## config.mk

```make
export PLATFORM = sky130hd
export DESIGN_NAME = dtrigger_pipe
export DESIGN_NICKNAME = d
export VERILOG_FILES = /design/src/rtl/dtrigger_pkg.sv /design/src/rtl/dtrigger_stage.sv /design/src/rtl/dtrigger_pipe.sv
export SDC_FILE = /design/constraint.sdc
export NUM_CORES = 1
export LEC_CHECK = 0
export BUFFER_PORTS_ARGS = -buffer_cell sky130_fd_sc_hd__buf_2
export CAP_MARGIN = 20
export CORE_MARGIN = 4
export CORE_UTILIZATION = 35
export CTS_CLUSTER_SIZE = 10
export DETAILED_ROUTE_END_ITERATION = 8
export PLACE_DENSITY = 0.56
export SYNTH_ARGS = -nofsm -noshare
export SYNTH_HDL_FRONTEND = slang
export SYNTH_HIERARCHICAL = 1
export SYNTH_SLANG_ARGS = --single-unit
```

## constraint.sdc

```tcl
create_clock -name clk -period 2 [get_ports clk]
set_input_delay 0.1 -clock clk [delete_from_list [all_inputs] [get_ports clk]]
set_output_delay 0.1 -clock clk [all_outputs]
set_load 0.02 [all_outputs]
```

## src/rtl/dtrigger_pkg.sv

```systemverilog
// rtl/dtrigger_pkg.sv - shared defaults and fill-width helper for dtrigger_pipe
package dtrigger_pkg;

  localparam int DTRIG_WIDTH_DEF = 8;
  localparam int DTRIG_DEPTH_DEF = 4;

  // Counter wide enough to hold 0..depth inclusive.
  function automatic int fill_width(input int depth);
    return $clog2(depth + 1);
  endfunction

endpackage

```

## src/rtl/dtrigger_stage.sv

```systemverilog
// rtl/dtrigger_stage.sv - one pipeline stage: data register plus valid bit
module dtrigger_stage
  import dtrigger_pkg::*;
#(
  parameter int WIDTH = DTRIG_WIDTH_DEF
) (
  input  logic             clk,
  input  logic             rst,
  input  logic             en_i,
  input  logic             clr_i,
  input  logic [WIDTH-1:0] data_i,
  input  logic             vld_i,
  output logic [WIDTH-1:0] data_o,
  output logic             vld_o
);

  logic [WIDTH-1:0] data_q;
  logic             vld_q;

  // Flush has priority over advance so a cleared cycle never captures input.
  always_ff @(posedge clk or posedge rst) begin
    if (rst) begin
      data_q <= '0;
      vld_q  <= 1'b0;
    end else if (clr_i) begin
      data_q <= '0;
      vld_q  <= 1'b0;
    end else if (en_i) begin
      data_q <= data_i;
      vld_q  <= vld_i;
    end
  end

  assign data_o = data_q;
  assign vld_o  = vld_q;

endmodule

```

## src/rtl/dtrigger_pipe.sv

```systemverilog
// rtl/dtrigger_pipe.sv - DEPTH-stage enabled delay pipe with fill count
// Optional outq_rise/outq_fall edge flags under DTRIGGER_PIPE_EDGE_EN.
module dtrigger_pipe
  import dtrigger_pkg::*;
#(
  parameter int WIDTH = DTRIG_WIDTH_DEF,
  parameter int DEPTH = DTRIG_DEPTH_DEF
) (
  input  logic                         clk,
  input  logic                         rst,
  input  logic                         en,
  input  logic                         clr,
  input  logic [WIDTH-1:0]             data,
  input  logic                         data_vld,
  output logic [WIDTH-1:0]             outq,
  output logic                         outq_vld,
`ifdef DTRIGGER_PIPE_EDGE_EN
  output logic [WIDTH-1:0]             outq_rise,
  output logic [WIDTH-1:0]             outq_fall,
`endif
  output logic [fill_width(DEPTH)-1:0] fill
);

  localparam int FW = fill_width(DEPTH);

  // st_*_d is the value each stage would load; st_*_q is what it holds.
  logic [WIDTH-1:0] st_data_d [DEPTH];
  logic [WIDTH-1:0] st_data_q [DEPTH];
  logic [DEPTH-1:0] st_vld_d;
  logic [DEPTH-1:0] st_vld_q;

  assign st_data_d[0] = data;
  assign st_vld_d[0]  = data_vld;

  for (genvar i = 0; i < DEPTH; i++) begin : g_stage
    if (i > 0) begin : g_link
      assign st_data_d[i] = st_data_q[i-1];
      assign st_vld_d[i]  = st_vld_q[i-1];
    end

    dtrigger_stage #(
      .WIDTH (WIDTH)
    ) u_stage (
      .clk    (clk),
      .rst    (rst),
      .en_i   (en),
      .clr_i  (clr),
      .data_i (st_data_d[i]),
      .vld_i  (st_vld_d[i]),
      .data_o (st_data_q[i]),
      .vld_o  (st_vld_q[i])
    );
  end

  assign outq     = st_data_q[DEPTH-1];
  assign outq_vld = st_vld_q[DEPTH-1];

  // Track population incrementally: one sample enters and one leaves per advance.
  logic [FW-1:0] fill_q;
  logic [FW-1:0] fill_d;

  always_comb begin
    fill_d = fill_q;
    if (clr) begin
      fill_d = '0;
    end else if (en) begin
      if (st_vld_d[0] && !st_vld_q[DEPTH-1]) begin
        fill_d = fill_q + FW'(1);
      end else if (!st_vld_d[0] && st_vld_q[DEPTH-1]) begin
        fill_d = fill_q - FW'(1);
      end
    end
  end

  always_ff @(posedge clk or posedge rst) begin
    if (rst) begin
      fill_q <= '0;
    end else begin
      fill_q <= fill_d;
    end
  end

  assign fill = fill_q;

`ifdef DTRIGGER_PIPE_EDGE_EN
  logic [WIDTH-1:0] rise_q;
  logic [WIDTH-1:0] fall_q;

  // Compare the sample about to land in the last stage against the one leaving.
  always_ff @(posedge clk or posedge rst) begin
    if (rst) begin
      rise_q <= '0;
      fall_q <= '0;
    end else if (en && !clr && st_vld_q[DEPTH-1] && st_vld_d[DEPTH-1]) begin
      rise_q <= st_data_d[DEPTH-1] & ~st_data_q[DEPTH-1];
      fall_q <= ~st_data_d[DEPTH-1] & st_data_q[DEPTH-1];
    end else begin
      rise_q <= '0;
      fall_q <= '0;
    end
  end

  assign outq_rise = rise_q;
  assign outq_fall = fall_q;
`endif

endmodule

```

==> run_summary.xml <==
<?xml version="1.0" encoding="UTF-8"?>
<metrics>
  <group name="timing">
    <metric name="timing.fmax" unit="MHz">560.9</metric>
    <metric name="final_max_slew_viol_count" unit="">0</metric>
    <metric name="finalCriticalPeriod" unit="ns">1.783</metric>
    <metric name="final_min_period_over_clock_period" unit="">0.8915</metric>
    <metric name="slew-limit-headroom" unit="">0.6900</metric>
    <metric name="totalNegativeSetupSlack" unit="ns">0</metric>
    <metric name="layout_setup_ws" unit="ns">0.2171</metric>
    <metric name="grt_setup_unrepaired" unit="">no</metric>
    <metric name="setup_viol_count_final" unit="">0</metric>
    <metric name="hold_violations" unit="">0</metric>
    <metric name="worst_slew_pin_slew" unit="ns">0.4650</metric>
    <metric name="skew" unit="ns">0.002235</metric>
  </group>
  <group name="logic_synthesis">
    <metric name="netlist_top_cells_area" unit="">sky130_fd_sc_hd__dfrtp_1 (57%), sky130_fd_sc_hd__mux2i_1 (21%), sky130_fd_sc_hd__nor2_1 (9.0%), sky130_fd_sc_hd__buf_6 (2.6%), sky130_fd_sc_hd__inv_1 (1.8%)</metric>
    <metric name="ys_seq_elements" unit="">39</metric>
    <metric name="syn-instance-count" unit="">143</metric>
    <metric name="synth.largest_area_cell" unit="">sky130_fd_sc_hd__dfrtp_1</metric>
    <metric name="synthDistinctLibCells" unit="">15</metric>
    <metric name="seq_area_frac_synth" unit="">0.5723</metric>
    <metric name="post_synth_instance_area" unit="mm2">0.001705</metric>
    <metric name="synth.yosys.warnings" unit="">6</metric>
    <metric name="post-synth-top-area-fraction" unit="">0.5723</metric>
    <metric name="post_synth.cell_area_avg" unit="um2">11.93</metric>
    <metric name="syn-num-nets" unit="">157</metric>
  </group>
  <group name="final_layout">
    <metric name="area_delta_synth_final" unit="%">16.21</metric>
    <metric name="final.fill_count" unit="">472</metric>
    <metric name="proportion_of_layout_cells_with_a_drive_suffix_above_1" unit="">0.2281</metric>
    <metric name="final_nets" unit="">184</metric>
    <metric name="insertedDiodeCount" unit="">0</metric>
    <metric name="layout.area.seq" unit="um2">975.9</metric>
    <metric name="multi_input_area" unit="um2">639.4</metric>
  </group>
  <group name="die">
    <metric name="initial_core_util" unit="">0.3611</metric>
    <metric name="dieArea" unit="mm2">0.006054</metric>
    <metric name="design.portCount" unit="">25</metric>
    <metric name="standard_cell_row_count" unit="">25</metric>
    <metric name="chipHeight" unit="um">77.81</metric>
    <metric name="floorplan.die.width" unit="um">77.81</metric>
    <metric name="core_region_area" unit="mm2">0.004723</metric>
  </group>
  <group name="power">
    <metric name="vdd.ir_drop.worst" unit="V">0.0002542</metric>
    <metric name="finalPower" unit="mW">1.529</metric>
    <metric name="power.static_leakage" unit="nW">1.079</metric>
    <metric name="power_frac_clock" unit="">0.365</metric>
    <metric name="switching_share" unit="">0.2239</metric>
    <metric name="power_density" unit="mW/mm2">771.4</metric>
    <metric name="cell_internal_pwr" unit="mW">1.187</metric>
    <metric name="pwr-share-comb" unit="">0.094</metric>
    <metric name="seq_power_share" unit="">0.541</metric>
    <metric name="power_switching" unit="mW">0.3422</metric>
  </group>
  <group name="worst_setup_path">
    <metric name="cp_num_buf_inv" unit="">1</metric>
    <metric name="cp_data_arrival_time" unit="ns">1.95</metric>
    <metric name="critPathSlowestCell" unit="">sky130_fd_sc_hd__dfrtp_1</metric>
    <metric name="path_class" unit="">reg -&gt; reg</metric>
    <metric name="worstSetupEndpointType" unit="">register</metric>
    <metric name="slowest_delay" unit="ns">0.43</metric>
    <metric name="critical_path.startpoint_type" unit="">register</metric>
    <metric name="crit_path_cell_trace" unit="">nand2b_4, inv_1, fa_1, nand2b_1, o22ai_2, mux2_4</metric>
    <metric name="cp_max_fo" unit="">4</metric>
    <metric name="critPathRequiredTime" unit="ns">2.16</metric>
    <metric name="critical-path-top-delay-family" unit="">flip-flops</metric>
  </group>
  <group name="routing">
    <metric name="wire_length_per_cell" unit="um">12.73</metric>
    <metric name="detailedRoute.firstPassIterationCount" unit="">2</metric>
    <metric name="vias" unit="">1043</metric>
    <metric name="routed_wirelength" unit="um">3029</metric>
    <metric name="drc" unit="">0</metric>
    <metric name="drtIter0Drc" unit="">53</metric>
    <metric name="detail_route.vias_per_cell" unit="">4.382</metric>
    <metric name="detail-route-antenna-nets" unit="">0</metric>
  </group>
  <group name="cts">
    <metric name="cts_inserted_buffers" unit="">5</metric>
    <metric name="cts_tree" unit="">done</metric>
    <metric name="cts_num_sinks" unit="">39</metric>
    <metric name="max-clock-path-buffers" unit="">2</metric>
    <metric name="worst_skew_pair.late_latency" unit="ns">0.28</metric>
    <metric name="cts_root_buffer" unit="">sky130_fd_sc_hd__clkbuf_8</metric>
    <metric name="post-cts-setup-buffer-count" unit="">0</metric>
    <metric name="htree_levels" unit="">2</metric>
    <metric name="clkTransAtPathRegs" unit="ns">0.07</metric>
  </group>
  <group name="global_routing">
    <metric name="antenna_found_initial" unit="">0</metric>
    <metric name="global_route_congestion_overflow_total" unit="">0</metric>
    <metric name="groute.usage.overall" unit="">0.1098</metric>
    <metric name="grt_pass1_vias" unit="">1110</metric>
    <metric name="grt_start_max_net_pins" unit="">26</metric>
    <metric name="wire_length_of_the_first_global_routing_pass" unit="um">5119</metric>
  </group>
  <group name="job">
    <metric name="timing.max_cap.violations" unit="">0</metric>
  </group>
  <group name="placement">
    <metric name="finalWeightedCongestion" unit="">0.7022</metric>
    <metric name="io_buffers" unit="">24</metric>
    <metric name="dpl_worst_slack" unit="ns">0.2241</metric>
    <metric name="hpwl" unit="um">2273</metric>
  </group>
  <group name="min_path">
    <metric name="hp-class" unit="">in -&gt; reg</metric>
  </group>
  <group name="status">
    <metric name="status" unit="">completed</metric>
  </group>
</metrics>
## registers in the layout, summed over array words and instances (netlist names)
register and count:
g_stage.u_stage/data_o 32, g_stage.u_stage/vld_o 4, fill 3
## cell type report
class,count,area share
clock buffers,8,0.05051
inverters,8,0.01515
multi-input cells,88,0.3226
flip-flops and latches,39,0.4924
well taps,67,0.04230
repair buffers,28,0.07702
## final timing paths
check                                                    startpoint                                        to  slack [ns]  cells past startpoint
max                            g_stage[3].u_stage/vld_o$_DFFE_PP0P_                       fill[2]$_DFFE_PP0P_        0.22                      6
min                                                         data[1]  g_stage[0].u_stage/data_o[1]$_DFFE_PP0P_        0.07                      3
max reg2reg                    g_stage[3].u_stage/vld_o$_DFFE_PP0P_                       fill[2]$_DFFE_PP0P_        0.22                      6
min reg2reg                g_stage[3].u_stage/data_o[7]$_DFFE_PP0P_  g_stage[3].u_stage/data_o[7]$_DFFE_PP0P_        0.53                      2
max in group asynchronous                                       rst  g_stage[0].u_stage/data_o[1]$_DFFE_PP0P_        1.35                      3
min in group asynchronous                                       rst                       fill[2]$_DFFE_PP0P_        0.28                      3
## power by group through the flow
stage                     sequential (mW)  clock [mW]  combinational, mW
after floorplan                     0.845           0              0.103
after global placement              0.843           0              0.139
after detailed placement            0.843           0              0.145
after CTS                           0.828       0.582              0.147
after global routing                0.830       0.621              0.162
final                               0.828       0.557              0.144
## metal layers
layer	up-vias	routed length (um)	global-route usage
li1	516	-	-
met1	511	1218	0.1206
met2	14	1665	0.1901
met3	2	108	0.03480
met4	0	36	0.05338
met5	-	0	0
## placed cells by master (no fill, tap or decap)
cell type	n
sky130_fd_sc_hd__dlygate4sd3_1	1
sky130_fd_sc_hd__dfrtp_1	39
sky130_fd_sc_hd__mux2_4	1
sky130_fd_sc_hd__clkbuf_1	1
sky130_fd_sc_hd__fa_1	1
sky130_fd_sc_hd__o22ai_2	1
sky130_fd_sc_hd__nor2b_1	1
sky130_fd_sc_hd__a21boi_2	1
sky130_fd_sc_hd__mux2_1	2
sky130_fd_sc_hd__buf_2	24
sky130_fd_sc_hd__nand2_1	1
sky130_fd_sc_hd__clkbuf_8	7
sky130_fd_sc_hd__nand2b_4	2
sky130_fd_sc_hd__nand2b_1	1
sky130_fd_sc_hd__buf_4	3
sky130_fd_sc_hd__inv_1	8
sky130_fd_sc_hd__nor2_1	41
sky130_fd_sc_hd__mux2i_1	36
## worst reg2reg max path, delay by kind of cell, from the launching register on
kind | cells | cell delay, ns
AND/OR/NAND/NOR | 2 | 0.35
buffers and inverters | 1 | 0.05
multiplexers | 1 | 0.31
flip-flops | 1 | 0.43
AO/OA/AOI/OAI | 1 | 0.18
adder cells (fa/ha/maj) | 1 | 0.37
## cells by family after synthesis
logic type                 count (synthesis)  synth area share
buffers and inverters                     16           0.05282
adders and majority gates                  1           0.01174
and+or+nand+nor                           46            0.1159
AOI/OAI and AO/OA                          2           0.01394
muxes                                     39            0.2333
DFF                                       39            0.5723
## Yosys cell counts
master	count
sky130_fd_sc_hd__nor2_1	41
sky130_fd_sc_hd__dfrtp_1	39
sky130_fd_sc_hd__mux2i_1	36
sky130_fd_sc_hd__inv_1	8
sky130_fd_sc_hd__buf_1	4
sky130_fd_sc_hd__buf_6	4
sky130_fd_sc_hd__mux2_1	2
sky130_fd_sc_hd__nand2b_4	2
sky130_fd_sc_hd__a21boi_2	1
sky130_fd_sc_hd__fa_1	1
sky130_fd_sc_hd__mux2_4	1
sky130_fd_sc_hd__nand2_1	1
sky130_fd_sc_hd__nand2b_1	1
sky130_fd_sc_hd__nor2b_1	1
sky130_fd_sc_hd__o22ai_2	1
## stage by stage
step | area [um2] | utilization | hold WS (ns) | cells
2_1_floorplan | 1705 | - | -0.1464 | 143
3_3_place_gp | 1872 | 0.3963 | 0.02302 | 229
3_5_place_dp | 1872 | 0.3963 | 0.02608 | 229
4_1_cts | 1982 | 0.4196 | 0.05943 | 238
5_1_grt | 1982 | 0.4196 | 0.06295 | 238
6_report | 1982 | 0.4196 | 0.07140 | 238
## repair_timing
action / 4_1_cts / 5_1_grt
hold endpoints to repair: 39 / 0
endpoints found under the setup margin: 0 / 0
hold buffers: 1 / 0
resized for setup: 0 / 0
Power figures use the tool's default switching activity.
